[src/rtl/ro_pair_arbiter.sv]
// ro_pair_arbiter
// Walks NBITS ring-oscillator pairs. For each pair it lets the muxes settle,
// snapshots both free-running edge counters, waits a fixed window, and
// snapshots them again. Response bit i is 1 when bank A advanced further than
// bank B on pair i. All counter arithmetic is modulo 2^CW.
//
// Ports
//   clk, rst          system clock, asynchronous active-high reset
//   start             request a full response (accepted only when idle)
//   abort             synchronous abort back to idle, no done pulse
//   count_a, count_b  running edge counts of oscillator banks A and B
//   sel               current pair index, drives the oscillator muxes
//   busy              high whenever the arbiter is not idle
//   done              one-cycle pulse, response valid
//   response          collected response bits, bit i = pair i
//   tie_count         pairs whose two deltas were equal in the last run
module ro_pair_arbiter #(
    parameter int unsigned CW     = 8,
    parameter int unsigned NBITS  = 16,
    parameter int unsigned SETTLE = 4,
    parameter int unsigned WINDOW = 256
) (
    input  logic                       clk,
    input  logic                       rst,
    input  logic                       start,
    input  logic                       abort,
    input  logic [CW-1:0]              count_a,
    input  logic [CW-1:0]              count_b,
    output logic [$clog2(NBITS)-1:0]   sel,
    output logic                       busy,
    output logic                       done,
    output logic [NBITS-1:0]           response,
    output logic [$clog2(NBITS+1)-1:0] tie_count
);

    localparam int unsigned SW   = $clog2(NBITS);
    localparam int unsigned TCW  = $clog2(NBITS + 1);
    localparam int unsigned TMAX = (SETTLE > WINDOW) ? SETTLE : WINDOW;
    localparam int unsigned TW   = $clog2(TMAX + 1);

    typedef enum logic [2:0] {
        S_IDLE,
        S_SETTLE,
        S_SNAP,
        S_MEASURE,
        S_COMPARE,
        S_DONE
    } state_t;

    state_t            r_state;
    state_t            w_state_next;

    logic [SW-1:0]     r_sel;
    logic              r_busy;
    logic              r_done;
    logic [NBITS-1:0]  r_response;
    logic [TCW-1:0]    r_tie_count;
    logic [TW-1:0]     r_timer;
    logic [CW-1:0]     r_base_a;
    logic [CW-1:0]     r_base_b;
    logic [CW-1:0]     r_end_a;
    logic [CW-1:0]     r_end_b;

    logic [CW-1:0]     w_delta_a;
    logic [CW-1:0]     w_delta_b;
    logic              w_a_wins;
    logic              w_tie;
    logic              w_last_pair;
    logic              w_timer_zero;

    // Modulo deltas absorb a single counter wrap inside the window
    always_comb begin
        w_delta_a    = r_end_a - r_base_a;
        w_delta_b    = r_end_b - r_base_b;
        w_a_wins     = (w_delta_a > w_delta_b);
        w_tie        = (w_delta_a == w_delta_b);
        w_last_pair  = (r_sel == SW'(NBITS - 1));
        w_timer_zero = (r_timer == '0);
    end

    // State register
    always_ff @(posedge clk or posedge rst) begin
        if (rst) begin
            r_state <= S_IDLE;
        end else begin
            r_state <= w_state_next;
        end
    end

    // Next-state logic; abort wins over start and over every busy state
    always_comb begin
        w_state_next = r_state;
        unique case (r_state)
            S_IDLE: begin
                if (start && !abort) w_state_next = S_SETTLE;
            end
            S_SETTLE: begin
                if (abort)             w_state_next = S_IDLE;
                else if (w_timer_zero) w_state_next = S_SNAP;
            end
            S_SNAP: begin
                if (abort) w_state_next = S_IDLE;
                else       w_state_next = S_MEASURE;
            end
            S_MEASURE: begin
                if (abort)             w_state_next = S_IDLE;
                else if (w_timer_zero) w_state_next = S_COMPARE;
            end
            S_COMPARE: begin
                if (abort)            w_state_next = S_IDLE;
                else if (w_last_pair) w_state_next = S_DONE;
                else                  w_state_next = S_SETTLE;
            end
            S_DONE: begin
                w_state_next = S_IDLE;
            end
            default: begin
                w_state_next = S_IDLE;
            end
        endcase
    end

    // Datapath: timer, snapshots, pair index and response accumulation
    always_ff @(posedge clk or posedge rst) begin
        if (rst) begin
            r_sel       <= '0;
            r_busy      <= 1'b0;
            r_done      <= 1'b0;
            r_response  <= '0;
            r_tie_count <= '0;
            r_timer     <= '0;
            r_base_a    <= '0;
            r_base_b    <= '0;
            r_end_a     <= '0;
            r_end_b     <= '0;
        end else begin
            r_busy <= (w_state_next != S_IDLE);
            r_done <= (w_state_next == S_DONE);
            if (abort && (r_state != S_IDLE)) begin
                // Partial response/tie_count are left as-is; they are not valid
                r_sel   <= '0;
                r_timer <= '0;
            end else begin
                unique case (r_state)
                    S_IDLE: begin
                        if (start && !abort) begin
                            r_sel       <= '0;
                            r_response  <= '0;
                            r_tie_count <= '0;
                            r_timer     <= TW'(SETTLE - 1);
                        end
                    end
                    S_SETTLE: begin
                        if (!w_timer_zero) r_timer <= r_timer - TW'(1);
                    end
                    S_SNAP: begin
                        r_base_a <= count_a;
                        r_base_b <= count_b;
                        r_timer  <= TW'(WINDOW - 1);
                    end
                    S_MEASURE: begin
                        if (w_timer_zero) begin
                            r_end_a <= count_a;
                            r_end_b <= count_b;
                        end else begin
                            r_timer <= r_timer - TW'(1);
                        end
                    end
                    S_COMPARE: begin
                        r_response[r_sel] <= w_a_wins;
                        if (w_tie) r_tie_count <= r_tie_count + TCW'(1);
                        if (!w_last_pair) begin
                            r_sel   <= r_sel + SW'(1);
                            r_timer <= TW'(SETTLE - 1);
                        end
                    end
                    S_DONE: begin
                    end
                    default: begin
                    end
                endcase
            end
        end
    end

    assign sel       = r_sel;
    assign busy      = r_busy;
    assign done      = r_done;
    assign response  = r_response;
    assign tie_count = r_tie_count;

endmodule

[config.mk]
export PLATFORM = sky130hd
export DESIGN_NAME = ro_pair_arbiter
export DESIGN_NICKNAME = d
export VERILOG_FILES = /design/src/rtl/ro_pair_arbiter.sv
export SDC_FILE = /design/constraint.sdc
export NUM_CORES = 1
export LEC_CHECK = 0
export ABC_AREA = 1
export ABC_CLOCK_PERIOD_IN_PS = 5500
export CAP_MARGIN = 30
export CORE_MARGIN = 5
export CORE_UTILIZATION = 30
export CTS_CLUSTER_SIZE = 24
export DETAILED_ROUTE_END_ITERATION = 10
export GPL_TIMING_DRIVEN = 0
export PLACE_DENSITY = 0.48
export SKIP_CTS_REPAIR_TIMING = 1
export SLEW_MARGIN = 20
export SYNTH_ARGS = -nofsm -noshare
export SYNTH_HDL_FRONTEND = slang
export SYNTH_SLANG_ARGS = --single-unit
[constraint.sdc]
create_clock -name clk -period 5.5 [get_ports clk]
set_input_delay 0.55 -clock clk [delete_from_list [all_inputs] [get_ports clk]]
set_output_delay 0.55 -clock clk [all_outputs]
set_load 0.1 [all_outputs]
**Word-level counts from Yosys, hierarchy flattened**

Cells that the tools add are included.

- Register bits: 71
- Latch bits: 0
- RAM bits: 0
- ROM bits: 0
- Bits of input ports: 20
- Output and inout port bits: 27
- Memories: 0

- Add/sub/neg operators: 5
- $mul: 0
- Div/mod/pow operators: 0
- $lt $le $gt $ge: 3
- Equality and inequality tests: 12
- Shifts and indexed selects: 0
- Multiplexer cells: 26
- Bitwise gates (word level): 1
- Reductions and logical operators: 18

Operators with widths:

| kind | number |
|---|---|
| two-way mux 9 bit | 4 |
| one-hot mux 9 bit (4 select lines) | 1 |
| one-hot mux 16 bit (2 select lines) | 1 |
| two-way mux 3 bit | 7 |
| bitwise mux 16 bit | 1 |
| two-way mux 16 bit | 1 |
| subtractor 8 bit | 2 |
| one-hot mux 3 bit (5 select lines) | 1 |
| two-way mux 4 bit | 3 |
| two-way mux 5 bit | 2 |
| one-hot mux 5 bit (2 select lines) | 1 |
| logical NOT 9 bit | 1 |
| AND reduction 3 bit | 3 |
| nonzero test 3 bit | 3 |
| subtractor 9 x 1 -> 9 bit, second input constant | 1 |
| == test 8 bit | 1 |
| greater-than comparator 8 bit | 1 |
| one-hot mux 4 bit (2 select lines) | 1 |
| AND reduction 4 bit | 2 |
| == test 3 x 2 -> 1 bit, second input constant | 2 |
| == test 3 bit, second input constant | 2 |
| inequality test 3 bit, second input constant | 2 |
| adder 5 x 1 -> 5 bit, second input constant | 1 |
| less-than comparator 4 x 5 -> 1 bit, second input constant | 1 |
| other kinds (17) | 20 |

**Longest topological paths before layout**

Gate-level depths: netlist of run 1.

- Word-level depth: 6
- Depth in mapped cells: 17
- Gate-level depth less buffers: 17

**Worst setup path after synthesis of run 1**

OpenSTA, ideal clock, no wires.

- Path kind: register -> register
- Start: register r_end_a[2]
- End: register r_response[10] (netlist: response[10])
- Library setup time: 126 ps
- Arrival: 2,340 ps
- Required time: 5,374 ps
- Setup slack: 3,035 ps
- Stages on the path, launching flop included: 14
- Buffers on the path: 1
- Cell sequence: dfrtp_1 -> ha_1 -> nand2_1 -> o21ai_0 -> nand4_1 -> nand3_1 -> nand2_1 -> ha_1 -> nand2_1 -> nor2_1 -> nand4_1 -> nand2_1 -> buf_2 -> a21oi_1

- Word-level cells in the longest chain between the ends: 4

Ends and longest elaborated chain:

| element | RTL line | RTL |
|---|---|---|
| from (decl) | 61 | `logic [CW-1:0] r_end_a;` |
| from (signal assigned) | 163 | `r_end_a <= count_a;` |
| subtractor 8 bit | 73 | `w_delta_a = r_end_a - r_base_a;` |
| greater-than comparator 8 bit | 75 | `w_a_wins = (w_delta_a > w_delta_b);` |
| bitwise mux 16 bit | 170 | `r_response[r_sel] <= w_a_wins;` |
| one-hot mux 16 bit (2 select lines) | 144 | `unique case (r_state)` |
| to (signal, indexed assignment) | 170 |  |
| to (decl) | 56 | `logic [NBITS-1:0] r_response;` |

No other way between the ends.
A chain may end at the register's enable or synchronous reset.

**Worst setup path in the final report of run 1**

Same ends and word-level chain as after synthesis.

==> results.txt, run 1 <==
Status: complete, no violations
Critical path capture point type: register
Die H: 128 µm
Hpwl dp: 7.55 mm
CTS tree: yes
Top-area cell type share of the netlist area: 42.4%
Hold Path Stages: 2
Vias/cell: 4.62
CTS Buffer Depth: 2
CP required: 5.72 ns
# nets final: 635
IO buf count: 46
First-pass GRT wire length: 17.6 mm
Post-Syn Area: 4190 µm²
Gr ovfl total: 0
Fin crit share: 53.3%
Primary FF master, synth: dfrtp_1
Chip width: 128 µm
LEAKAGE: 2.63 nW
Largest net degree at the start of global routing: 38
Final Hold Fails: 0
Worst-Margin Slew: 0.983 ns
1st-pass router iterations: 4
Clk slew on worst S/H paths: 0.06 ns
CP max stage delay: 0.39 ns
CTS Buf Count: 9
Rel. slew slack: 34.2%
Layout cells sized above 1: 8.49%
Fillers: 1,454
RSZ-0062 raised after global routing: no
N_diodes: 0
Total track usage: 13.4%
Ys async rst share: 100%
Syn_nets: 577
Top area cells in the synthesized netlist: dfrtp_1 42%, nand2_1 12%, ha_1 8.7%
Reg area: 1780 µm²
Arrival @ worst endpoint: 3.15 ns
CP cell instances: ha_1, nand2_1, o21ai_0, nand4_1, nand3_1, nand2_1, ha_1, nand2_1, nor2_1, nand4_1, nand2_1, buf_2, a21oi_1
CORE AREA: 13,800 µm²
Pwr/cell area: 495 nW/µm²
Post-synthesis register bit count: 71
CTS sink cnt: 71
Seq/Total Area, Yosys: 42.4%
Final WL: 10.2 mm
Clock latency on the worst-skew pair: 0.35 ns
Residual DRC: 0
Final setup vio count: 0
Detailed-route via count: 3,552
DP Area: 4890 µm²
HP Class: reg -> reg
Cells after Synth: 526
Vias in the first global route: 3,756
Post-synth EDFFs: 0
Ys Warns: 0
GP Congestion: 0.832
Slowest library cell on the worst path: dfrtp_1
Sum Neg Setup Slack: 0 ns
CTS HTree Levels: 3
Final Critical Period: 2.93 ns
R2r startpoint: r_end_a[2]$_DFFE_PP0P_
WS Path Type: reg -> reg
Slew Limit Fails: 0
Non-Filler Cell Area, Final: 5220 µm²
# Max-Cap Violations: 0
Worst-path maximum fanout: 10
Critical Path Source Type: register
Initial drt markers: 187
Die ar.: 16,400 µm²
Maximum VDD drop: 0.225 mV
CP startpoint: r_end_a[2]$_DFFE_PP0P_
Largest area contributor in the netlist: dfrtp_1
Antenna violations before repair: 0
Final Skew: 0.00811 ns
Initial Util: 30.4%
R2R depth: 13
Post-synthesis cell type count: 34
Area Growth Syn to Fin: 24.6%
Multi-input gate area: 2080 µm²
ANT nets after route: 0
Hold Crit Start: r_base_a[0]$_DFFE_PP0P_
Synthesized area per cell: 7.96 µm²
# rows: 43
Clock Root Buffer: clkbuf_16
DR WL/cell: 13.2 µm
FMAX: 0.341 GHz
Cell repeated most along the worst path: nand2_1
IO Pins: 47
[final timing paths]
kind	end	slack, ns
worst min register to register	r_base_a[0]$_DFFE_PP0P_	0.49
worst max-delay path	response[10]$_DFFE_PP0P_	2.57
max in group asynchronous	r_base_b[3]$_DFFE_PP0P_	4.36
worst max register to register	response[10]$_DFFE_PP0P_	2.57
min in group asynchronous	sel[2]$_DFFE_PP0P_	0.58
worst min-delay path	r_base_a[0]$_DFFE_PP0P_	0.49
[state kept, by name, summed over array words and instances (netlist names), 3 cells and up]
signal,count
r_base_a,8
r_base_b,8
r_end_a,8
r_end_b,8
r_state,3
r_timer,9
response,16
sel,4
tie_count,5
[report_power, final]
group          internal, mW  total [mW]  switching [mW]
sequential            0.638       0.705          0.0668
combinational         0.456        1.24           0.784
clock                 0.407       0.636           0.229
[area by class of cell]
class,instances,area share [%]
Timing Repair Buffer,47,9.21
Buffer,8,0.767
Multi-Input combinational cell,370,39.9
Sequential cell,71,34.1
Clock inverter,6,1.61
Clock buffer,10,4.58
Tap cell,180,4.32
Inverter,77,5.61
[cell usage in the layout, fill, tap and decap left out, drive strengths merged]
cell type,netlist,layout
nand2,138,138
inv,76,76
dfrtp,71,71
o21ai,52,52
clkdlybuf4s50,0,46
a21oi,37,37
nor2,37,37
ha,29,29
nand3,28,28
clkbuf,1,11
xor2,10,10
nand4,10,10
buf,7,8
xnor2,7,7
clkinv,1,5
a21o,4,4
a31oi,4,4
or2,4,4
o21a,3,3
nor3,3,3
fa,2,2
bufinv,0,2
nand3b,1,1
o21bai,1,1
[cells by family (layout without fill, tap and decap cells)]
kind of cell    Yosys count  count (layout)  synth area share (%)
compound gates          101             101                  12.9
xor+xnor                 17              17                  3.56
fa+ha+maj                31              31                  9.62
buf+inv                  85             148                  7.89
flops                    71              71                  42.4
simple gates            221             221                  23.6
[metrics by stage]
| step | hold WS [ns] | cells | total power, mW | utilization, % | worst slack, ns |
|---|---|---|---|---|---|
| global placement | 0.474 | 752 | 1.94 | 35.4 | 1.77 |
| detailed placement | 0.485 | 753 | 1.97 | 35.5 | 2.53 |
| global route | 0.512 | 769 | 2.86 | 37.9 | 2.22 |
| finish | 0.493 | 769 | 2.58 | 37.9 | 2.57 |
| floorplan | 0.453 | 526 | 1.66 | - | 3.03 |
| CTS | 0.500 | 769 | 2.63 | 37.9 | 2.51 |
[cell usage after synthesis, types with 3 or more instances]
cell type and instances:
buf_2 7, xor2_1 10, nor2_2 3, dfrtp_1 71, xnor2_1 7, nand2_2 3, o21ai_1 15, nand4_1 9
nand2_1 134, a21o_1 4, ha_1 29, nand3_2 3, a31oi_1 4, a21oi_1 36, nor2_1 32, o21ai_0 36
inv_1 74, o21a_1 3, nand3_1 24, or2_2 4
[metal layers]
| metal | global-route usage [%] | wire length [µm] | up-vias |
|---|---|---|---|
| met2 | 22.8 | 4960 | 54 |
| met1 | 16.0 | 4580 | 1680 |
| met4 | 4.18 | 147 | 0 |
| met3 | 4.75 | 498 | 15 |
| met5 | 0 | 0 | - |
| li1 | - | - | 1803 |
[worst max-delay path, delay by kind of cell (launching register included)]
kind | cells | cell delay [ns]
compound gates | 2 | 0.41
simple gates | 8 | 1.08
fa+ha+maj | 2 | 0.66
flops | 1 | 0.39
buf+inv | 1 | 0.26
No activity file was read; power rests on OpenSTA's default activity.
==> run 2, diff against run 1 <==
--- a/config.mk
+++ b/config.mk
@@ -6,7 +6,7 @@
 export NUM_CORES = 1
 export LEC_CHECK = 0
 export ABC_AREA = 1
-export ABC_CLOCK_PERIOD_IN_PS = 5500
+export ABC_CLOCK_PERIOD_IN_PS = 2700
 export CAP_MARGIN = 30
 export CORE_MARGIN = 5
 export CORE_UTILIZATION = 30
==> constraint.sdc (replaced) <==
create_clock -name clk -period 2.7 [get_ports clk]
set_input_delay 0.27 -clock clk [delete_from_list [all_inputs] [get_ports clk]]
set_output_delay 0.27 -clock clk [all_outputs]
set_load 0.1 [all_outputs]
==> run 2 against run 1 <==
Highest routed layer unchanged; register-to-register slack got worse by 2.5 ns; cell area rose by 3.5%; core utilization rose by 1.3 points; clock skew barely moved; clock power rose by 100%.
==> results.txt, run 2 (same netlist as run 1, synthesis figures left out) <==
R2r setup slk: 0.08 ns
Antenna violations before repair: 0
HP Class: in -> async
Maximum VDD drop: 0.470 mV
N_diodes: 0
Final Non-Filler Cells: 775
Clock latency on the worst-skew pair: 0.35 ns
R2r startpoint: r_base_b[2]$_DFFE_PP0P_
Arrival @ worst endpoint: 2.84 ns
FMAX: 0.382 GHz
Vias/cell: 4.61
CP startpoint: r_base_b[2]$_DFFE_PP0P_
Critical Path Source Type: register
Worst-path maximum fanout: 5
Rel. slew slack: 34.2%
CORE AREA: 13,800 µm²
CTS sink cnt: 71
ANT nets after route: 0
Sum Neg Setup Slack: 0 ns
CP max stage delay: 0.36 ns
Gr ovfl total: 0
WS Path Type: reg -> reg
Detailed-route via count: 3,571
Initial drt markers: 191
R2R depth: 15
Multi-input gate area: 2220 µm²
Most common cell after layout, fill and taps aside: nand2_1
First-pass GRT wire length: 17.6 mm
IO Pins: 47
Final WS setup: 0.0797 ns
Total track usage: 13.4%
Area Growth Syn to Fin: 29.0%
Slowest library cell on the worst path: dfrtp_1
Cell repeated most along the worst path: nand2_2
# nets final: 641
# rows: 43
1st-pass router iterations: 5
CTS Buf Count: 9
Max FFs per register: 16
Largest net degree at the start of global routing: 38
Chip width: 128 µm
Hpwl dp: 7.55 mm
DR WL/cell: 13.4 µm
IO buf count: 46
Vias in the first global route: 3,756
CTS Buffer Depth: 2
Final Skew: 0.00780 ns
Final Hold Fails: 0
Residual DRC: 0
CTS HTree Levels: 3
Slew Limit Fails: 0
CP required: 2.92 ns
Fillers: 1,446
RSZ-0062 raised after global routing: yes
Initial Util: 30.4%
Final WL: 10.4 mm
Final Critical Period: 2.62 ns
Commonest non-fill, non-tap cells in the layout: 127 x nand2_1, 71 x inv_1, 71 x dfrtp_1
Final hold slack: 0.304 ns
Critical path capture point type: register
Status: complete, no violations
Die H: 128 µm
Fin crit share: 97.0%
FF-to-FF End: tie_count[4]$_DFFE_PP0P_
Clk slew on worst S/H paths: 0.06 ns
Pwr/cell area: 1080 nW/µm²
CTS tree: yes
# Max-Cap Violations: 0
Reg area: 1780 µm²
DP Cell Count: 753
Die ar.: 16,400 µm²
Layout cells sized above 1: 13.3%
Pre-CTS WS: -0.271 ns
Clock Root Buffer: clkbuf_16
Final setup vio count: 0
Worst-Margin Slew: 0.983 ns
Crit path to: tie_count[4]$_DFFE_PP0P_
GP Congestion: 0.832
LEAKAGE: 2.66 nW
CP cell instances: inv_1, ha_4, a21oi_1, nand2_2, nand2_1, a21oi_2, xor2_2, ha_1, nand2_2, nor2_4, nand4_1, nand2_2, nand2_4, nand2_1, o21ai_0
==> run 2: worst max-delay path: cells and delay by family (launching register included) <==
family	cells	cell delay (ns)
DFF	1	0.36
and+or+nand+nor	8	1.00
buffers and inverters	1	0.11
adders and majority gates	2	0.55
xor gates and xnor gates	1	0.18
AOI/OAI and AO/OA	3	0.31
==> run 2: where the power goes <==
group	switching, mW	internal [mW]	total, mW
Sequential	0.144	1.30	1.44
Combinational	1.79	1.30	3.09
Clock	0.463	0.830	1.29
==> run 2: metrics by stage <==
stage | cell area (µm²) | util (%) | power [mW]
final | 5400 | 39.2 | 5.83
after global routing | 5400 | 39.2 | 6.40
after CTS | 5220 | 37.9 | 5.35
after detailed placement | 4890 | 35.5 | 4.01
after global placement | 4870 | 35.4 | 3.95
after floorplan | 4190 | - | 3.39
==> run 2: worst min path at each step <==
stage	startpoint	endpoint	cells after the start
after global routing	rst	sel[1]$_DFFE_PP0P_	2
after CTS	rst	sel[1]$_DFFE_PP0P_	2
after global placement	r_end_b[0]$_DFFE_PP0P_	r_end_b[0]$_DFFE_PP0P_	2
final	rst	sel[2]$_DFFE_PP0P_	2
after detailed placement	r_end_a[6]$_DFFE_PP0P_	r_end_a[6]$_DFFE_PP0P_	2
after floorplan	count_a[1]	r_base_a[1]$_DFFE_PP0P_	2
==> run 2: layout make-up <==
type / count / share of cell area (%)
plain buffers: 8 / 0.857
clock inverters: 6 / 1.55
inverters: 77 / 5.42
flip-flops and latches: 71 / 32.9
well taps: 180 / 4.17
multi-input cells: 371 / 41.1
repair buffers: 52 / 9.59
clock buffers: 10 / 4.43
==> run 2: metal layers <==
metal  up-vias  global-route usage, %  wire length, µm
met4         0                   4.18              147
met3        15                   4.75              438
met2        44                   22.8             5110
li1       1818                      -                -
met1      1694                   16.0             4680
met5         -                      0                0
==> run 3, diff against run 2 <==
--- a/config.mk
+++ b/config.mk
@@ -14,8 +14,10 @@
 export DETAILED_ROUTE_END_ITERATION = 10
 export GPL_TIMING_DRIVEN = 0
 export PLACE_DENSITY = 0.48
+export SETUP_SLACK_MARGIN = 0.05
 export SKIP_CTS_REPAIR_TIMING = 1
 export SLEW_MARGIN = 20
 export SYNTH_ARGS = -nofsm -noshare
 export SYNTH_HDL_FRONTEND = slang
 export SYNTH_SLANG_ARGS = --single-unit
+export TNS_END_PERCENT = 20
==> run 3 against run 2 <==
Power about the same; cell area unchanged; core utilization unchanged; register-to-register slack about the same; worst hold slack about the same; sequential power about the same; critical path type unchanged; count of clock-buffer cells in the layout unchanged; cell count unchanged; clock skew unchanged; largest power group unchanged; combinational power about the same; first-iteration DRC count decreased by 1.0%; largest cell class unchanged; maximum frequency about the same.
==> results.txt, run 3 (same netlist as run 1, synthesis figures left out) <==
Status: complete, no violations
DP Area: 4890 µm²
Layout cells sized above 1: 13.3%
Maximum VDD drop: 0.470 mV
FMAX: 0.382 GHz
Critical path capture point type: register
Pwr/cell area: 1080 nW/µm²
Vias in the first global route: 3,756
Largest net degree at the start of global routing: 38
Non-Filler Cell Area, Final: 5400 µm²
Clk slew on worst S/H paths: 0.06 ns
CTS Buf Count: 9
CTS Buffer Depth: 2
Initial Util: 30.4%
DP Cell Count: 753
First-pass GRT wire length: 17.6 mm
CP required: 2.92 ns
Hpwl dp: 7.55 mm
Clock Root Buffer: clkbuf_16
# Max-Cap Violations: 0
R2r startpoint: r_base_b[2]$_DFFE_PP0P_
Final Skew: 0.00780 ns
CTS sink cnt: 71
ANT nets after route: 0
Final WL: 10.4 mm
CP max stage delay: 0.36 ns
RSZ-0062 raised after global routing: yes
CORE AREA: 13,800 µm²
CP cell instances: inv_1, ha_4, a21oi_1, nand2_2, nand2_1, a21oi_2, xor2_2, ha_1, nand2_2, nor2_4, nand4_1, nand2_2, nand2_4, nand2_1, o21ai_0
Die ar.: 16,400 µm²
Initial drt markers: 189
Final setup vio count: 0
Slowest library cell on the worst path: dfrtp_1
GP Congestion: 0.832
WS Path Type: reg -> reg
Pwr Total: 5.83 mW
Final Critical Period: 2.62 ns
FF-to-FF End: tie_count[4]$_DFFE_PP0P_
Chip width: 128 µm
LEAKAGE: 2.66 nW
Fillers: 1,446
Final Hold Fails: 0
Sum Neg Setup Slack: 0 ns
Cell repeated most along the worst path: nand2_2
Critical Path Source Type: register
Clock latency on the worst-skew pair: 0.35 ns
Antenna violations before repair: 0
Reg area: 1780 µm²
N_diodes: 0
Slew Limit Fails: 0
R2R depth: 15
Final WS setup: 0.0797 ns
Multi-input gate area: 2220 µm²
1st-pass router iterations: 4
R2r setup slk: 0.08 ns
Worst-path maximum fanout: 5
IO buf count: 46
Die H: 128 µm
Detailed-route via count: 3,578
Rel. slew slack: 34.2%
Final Non-Filler Cells: 775
Worst-Margin Slew: 0.983 ns
CP startpoint: r_base_b[2]$_DFFE_PP0P_
CTS tree: yes
CTS HTree Levels: 3
Total track usage: 13.4%
# nets final: 641
Gr ovfl total: 0
Residual DRC: 0
DR WL/cell: 13.4 µm
Commonest non-fill, non-tap cells in the layout: 127 x nand2_1, 71 x inv_1, 71 x dfrtp_1
Pre-CTS WS: -0.271 ns
Area Growth Syn to Fin: 29.0%
Max FFs per register: 16
IO Pins: 47
Fin crit share: 97.0%
# rows: 43
Most common cell after layout, fill and taps aside: nand2_1
Arrival @ worst endpoint: 2.84 ns
Vias/cell: 4.62
HP Class: in -> async
-- run 3: worst max path at each step --
stage                                     to  slack, ns  cells after the start
CTS                  response[5]$_DFFE_PP0P_      -0.29                     13
finish              tie_count[4]$_DFFE_PP0P_       0.08                     15
global route        tie_count[4]$_DFFE_PP0P_       -0.1                     15
floorplan           response[10]$_DFFE_PP0P_       0.23                     13
detailed placement   response[5]$_DFFE_PP0P_      -0.27                     13
global placement     r_base_b[2]$_DFFE_PP0P_      -0.75                      2
-- run 3: report_power, final --
part	total [mW]	switching (mW)	internal [mW]
logic	3.09	1.79	1.30
clock network	1.29	0.464	0.830
registers	1.45	0.145	1.30
total	5.83	2.40	3.43
-- run 3: metal layers --
layer / global-route usage [%] / routed length, µm
met4: 4.18 / 147
met5: 0 / 0
met1: 16.0 / 4680
met3: 4.75 / 438
met2: 22.8 / 5110
-- run 3: critical path: cells and delay by family (launching register included) --
family	cells	cell delay (ns)
xor+xnor	1	0.18
fa+ha+maj	2	0.55
simple gates	8	1.00
flops	1	0.36
buf+inv	1	0.11
compound gates	3	0.31
-- run 3: metrics by stage --
stage	utilization [%]	hold slack [ns]
2_1_floorplan	-	0.391
3_3_place_gp	35.4	0.474
3_5_place_dp	35.5	0.485
4_1_cts	37.9	0.317
5_1_grt	39.2	0.352
6_report	39.2	0.304
-- run 3: final cells by class --
type	instances	share of cell area (%)
Multi-Input combinational cell	371	41.1
Sequential cell	71	32.9
Timing Repair Buffer	52	9.59
Inverter	77	5.42
Clock buffer	10	4.43
Tap cell	180	4.17
Clock inverter	6	1.55
Buffer	8	0.857
